### config.mk
export PLATFORM = sky130hd
export DESIGN_NAME = truth_table_sweeper
export DESIGN_NICKNAME = d
export VERILOG_FILES = /design/src/rtl/truth_table_sweeper.sv
export SDC_FILE = /design/constraint.sdc
export NUM_CORES = 1
export LEC_CHECK = 0
export CORE_MARGIN = 8
export CORE_UTILIZATION = 46
export DETAILED_ROUTE_END_ITERATION = 8
export HOLD_SLACK_MARGIN = 0.1
export PLACE_DENSITY = 0.7
export SLEW_MARGIN = 25
export SYNTH_ARGS = -nofsm -noshare
export SYNTH_HDL_FRONTEND = slang
export SYNTH_SLANG_ARGS = --single-unit
export TNS_END_PERCENT = 50
### constraint.sdc
create_clock -name clk -period 1.8 [get_ports clk]
set_input_delay 0.36 -clock clk [delete_from_list [all_inputs] [get_ports clk]]
set_output_delay 0.36 -clock clk [all_outputs]
set_load 0.02 [all_outputs]
### src/rtl/truth_table_sweeper.sv
// Truth-table sweeper: drives every input vector to a combinational
// function, captures its output per vector and compares against EXPECTED.
module truth_table_sweeper #(
    parameter int                N_IN       = 3,
    parameter int                SETTLE_CYC = 1,
    parameter logic [2**N_IN-1:0] EXPECTED  = 8'h41
) (
    input  logic                clk,
    input  logic                rst,
    input  logic                start,
    output logic [0:N_IN-1]     data_out,
    input  logic                f_in,
    output logic                busy,
    output logic                done,
    output logic [2**N_IN-1:0]  table_out,
    output logic                match
);

    localparam int NV = 2**N_IN;
    localparam int CW = (SETTLE_CYC > 1) ? $clog2(SETTLE_CYC) : 1;

    typedef enum logic [1:0] {
        IDLE,
        SETTLE,
        SAMPLE,
        DONE
    } state_t;

    state_t          state;
    state_t          state_nxt;
    logic [N_IN-1:0] idx;
    logic [CW-1:0]   cnt;
    logic [NV-1:0]   table_upd;
    logic            last;
    logic            settled;

    assign last    = (idx == {N_IN{1'b1}});
    assign settled = (cnt == CW'(SETTLE_CYC - 1));

    // Table as it will look after the current sample is written.
    always_comb begin
        table_upd      = table_out;
        table_upd[idx] = f_in;
    end

    // State register.
    always_ff @(posedge clk) begin
        if (rst) begin
            state <= IDLE;
        end else begin
            state <= state_nxt;
        end
    end

    // Next-state logic and state-decoded status outputs.
    always_comb begin
        state_nxt = state;
        busy      = 1'b0;
        done      = 1'b0;
        unique case (state)
            IDLE: begin
                if (start) state_nxt = SETTLE;
            end
            SETTLE: begin
                busy = 1'b1;
                if (settled) state_nxt = SAMPLE;
            end
            SAMPLE: begin
                busy      = 1'b1;
                state_nxt = last ? DONE : SETTLE;
            end
            DONE: begin
                done = 1'b1;
                if (start) state_nxt = SETTLE;
            end
            default: state_nxt = IDLE;
        endcase
    end

    // Sweep datapath: vector index, settle counter, capture and compare.
    always_ff @(posedge clk) begin
        if (rst) begin
            idx       <= '0;
            cnt       <= '0;
            data_out  <= '0;
            table_out <= '0;
            match     <= 1'b0;
        end else begin
            unique case (state)
                IDLE, DONE: begin
                    if (start) begin
                        idx       <= '0;
                        cnt       <= '0;
                        data_out  <= '0;
                        table_out <= '0;
                        match     <= 1'b0;
                    end
                end
                SETTLE: begin
                    cnt <= cnt + 1'b1;
                end
                SAMPLE: begin
                    table_out <= table_upd;
                    if (last) begin
                        match <= (table_upd == EXPECTED);
                    end else begin
                        idx      <= idx + 1'b1;
                        data_out <= idx + 1'b1;
                        cnt      <= '0;
                    end
                end
                default: begin
                    idx <= '0;
                end
            endcase
        end
    end

endmodule

==> insert_results.sql, run 1 <==
INSERT INTO impl_metrics (metric_group, metric, value, unit) VALUES
('yosys', 'syn_avg_cell_area', '8.37', 'sq um'),
('timing', 'worst_pin_slew', '0.397', 'ns'),
('critical_path', 'cpLargestDelayFamily', 'buffers and inverters', ''),
('timing', 'layout_min_cycle_time', '1.74', 'ns'),
('critical_path', 'worst-path-buf-inv', '1', ''),
('drt', 'uppermost_signal_routing_layer_after_detailed_routing', 'met4', ''),
('flow_run', 'max_cap_violations', '0', ''),
('global_route', 'global_route_wire_length_before_repair', '4550', 'microns'),
('yosys', 'synthDominantCellAreaShare', '28.9', '%'),
('clock_network', 'cts_tree', 'yes', ''),
('critical_path', 'crit_fanout', '11', ''),
('timing', 'grt_setup_unrepaired', 'false', ''),
('power', 'total_leakage_power', '0.000530', 'uW'),
('yosys', 'synth-async-reset-ratio', '0', '%'),
('critical_path', 'critPathArrivalTime', '1.38', 'ns'),
('final_layout', 'fin_area', '1340', 'sq um'),
('yosys', 'post-synth-top-area-cell', 'dfxtp_1', ''),
('floorplanning', 'dieHeight', '63.5', 'microns'),
('final_layout', 'n_fill_cell', '214', ''),
('clock_network', 'cts.root.buffer_cell', 'clkbuf_4', ''),
('global_route', 'grt_overflow', '0', ''),
('timing', 'final.setup_skew', '0.000491', 'ns'),
('critical_path', 'critPathLaunchType', 'flip-flop', ''),
('power', 'post-layout-total-power', '1310', 'uW'),
('critical_path', 'max_stage_delay', '0.64', 'ns'),
('drt', 'vias_per_cell', '5.69', ''),
('floorplanning', 'pin_count', '18', ''),
('yosys', 'synthDistinctLibCells', '40', ''),
('placed_design', 'place.detailed.instances', '176', ''),
('yosys', 'number_of_standard_cells_after_synthesis', '124', ''),
('timing', 'report.final.hold_viol_count', '0', ''),
('yosys', 'synth-warning-count', '0', ''),
('clock_network', 'worst_case_clock_buffer_depth', '2', ''),
('power', 'irDropWorstVdd', '0.706', 'mV'),
('placed_design', 'dp_hpwl', '2050', 'microns'),
('critical_path', 'cp_slowest_cell', 'clkdlybuf4s50_1', ''),
('drt', 'detail_route.iter0.violations', '32', ''),
('floorplanning', 'placement_rows', '17', ''),
('floorplanning', 'design.die.area', '4030', 'sq um'),
('final_layout', 'fraction_of_layout_instances_using_a_drive_strength_above_1', '20.4', '%'),
('global_route', 'grt_use_total', '13.4', '%'),
('placed_design', 'postPlaceCellArea', '1310', 'sq um'),
('timing', 'relSlewSlack', '73.5', '%'),
('clock_network', 'cts.htree.levels', '1', ''),
('final_layout', 'fin_cells', '180', ''),
('critical_path', 'crit_chain', 'clkdlybuf4s50_1', ''),
('drt', 'vias', '1025', ''),
('drt', 'drtPass1Iterations', '4', ''),
('timing', 'setup_viol', '0', ''),
('clock_network', 'worstSkewPairLatency', '0.28', 'ns'),
('timing', 'timing.fmax', '0.574', 'GHz'),
('final_layout', 'synthToLayoutAreaGrowth', '29.3', '%'),
('drt', 'wl_met2', '1230', 'microns'),
('clock_network', 'tritoncts.num_buffers', '3', ''),
('yosys', 'synth-seq-area-share', '28.9', '%'),
('placed_design', 'numPortBuffers', '17', ''),
('timing', 'post-route-period-util', '96.8', '%'),
('drt', 'wl_met1', '1210', 'microns'),
('timing', 'timing.final.max_slew_violations', '0', ''),
('power', 'power-per-cell-area', '976', 'nW/um^2'),
('run_status', 'run_status', 'finished clean', ''),
('clock_network', 'path_clk_slew', '0.10', 'ns'),
('yosys', 'ys_ff_latch', '15', ''),
('drt', 'wire_per_inst', '15.0', 'microns'),
('final_layout', 'design.final.nets', '163', ''),
('clock_network', 'numClockSinks', '15', ''),
('floorplanning', 'core_area', '2170', 'sq um'),
('critical_path', 'required', '1.44', 'ns'),
('drt', 'met3_length', '232', 'microns'),
('floorplanning', 'fp.dieW', '63.5', 'microns'),
('timing', 'final.hold.worst_slack', '0.505', 'ns');
-- tightest hold or removal path, stage by stage (launching register included) --
cell and delay (ns):
dfxtp_1 0.35, nand2_1 0.06, a211oi_1 0.05
-- power by group --
group          total (uW)  internal, uW  switching [uW]
combinational         723           343             380
sequential            384           362            21.7
clock                 203          82.5             120
-- cell families (layout without fill, tap and decap cells) --
| family | count (synthesis) | in the layout | share of synthesized area (%) |
|---|---|---|---|
| DFF | 15 | 15 | 28.9 |
| muxes | 4 | 4 | 5.18 |
| AOI/OAI and AO/OA | 35 | 35 | 24.7 |
| and+or+nand+nor | 48 | 48 | 26.3 |
| adders and majority gates | 6 | 6 | 7.23 |
| buffers and inverters | 16 | 44 | 7.71 |
-- what timing repair did --
action	4_1_cts	5_1_grt
endpoints found under the setup margin	3	1
gates cloned	0	0
resized for setup	3	1
-- metrics by stage --
step | utilization [%] | setup WS [ns] | setup TNS, ns
floorplan | - | 0.0531 | 0
CTS | 61.8 | 0.0594 | 0
global placement | 60.6 | 0.00824 | 0
detailed placement | 60.6 | -0.0418 | -0.0891
global route | 61.9 | 0.000318 | 0
finish | 61.9 | 0.0571 | 0
-- sequential cells by signal (all words and copies together) (netlist names) --
register	cells
match	1
cnt	1
state	2
table_out	8
idx	3
-- final timing paths --
kind | startpoint | endpoint | slack, ns | cells past startpoint
worst max-delay path | idx[2] | data_out[0] | 0.06 | 1
worst min-delay path | cnt | state[1] | 0.50 | 2
worst max register to register | state[0] | match | 0.09 | 7
worst min register to register | cnt | state[1] | 0.50 | 2
-- layout by cell type (no fill, tap or decap), drive strengths merged, types with 2 or more instances in the layout --
cell	count
buf	17
clkdlybuf4s50	15
dfxtp	15
a21oi	12
nor2	12
inv	6
o21ai	6
nand2	6
nor3	6
ha	6
nand3	5
a31o	4
a211oi	4
nand2b	3
nand3b	3
clkbuf	3
mux2i	3
nor3b	3
nor2b	3
a32oi	2
o211a	2
dlygate4sd2	2
or3b	2
-- routing by layer --
layer	vias to the layer above	track usage [%]
met5	-	0
met4	0	5.29
met3	4	3.53
met2	41	21.5
met1	473	16.5
li1	507	-
-- final cells by class --
type                    instances  area (sq um)  area share [%]
multi-input cells              93           661            49.2
flip-flops and latches         15           302            22.5
repair buffers                 34           295            22.0
well taps                      28          35.0            2.61
clock buffers                   3          22.5            1.68
inverters                       6          22.5            1.68
clock inverters                 1          5.00           0.373
(Power assumes the default switching activity.)
==> run 2: changes to the inputs <==
Settings changed: CTS_CLUSTER_DIAMETER set to 30.
==> results of run 2 <==
Same layout as run 1: the final DEF is identical, and so are final timing and power.
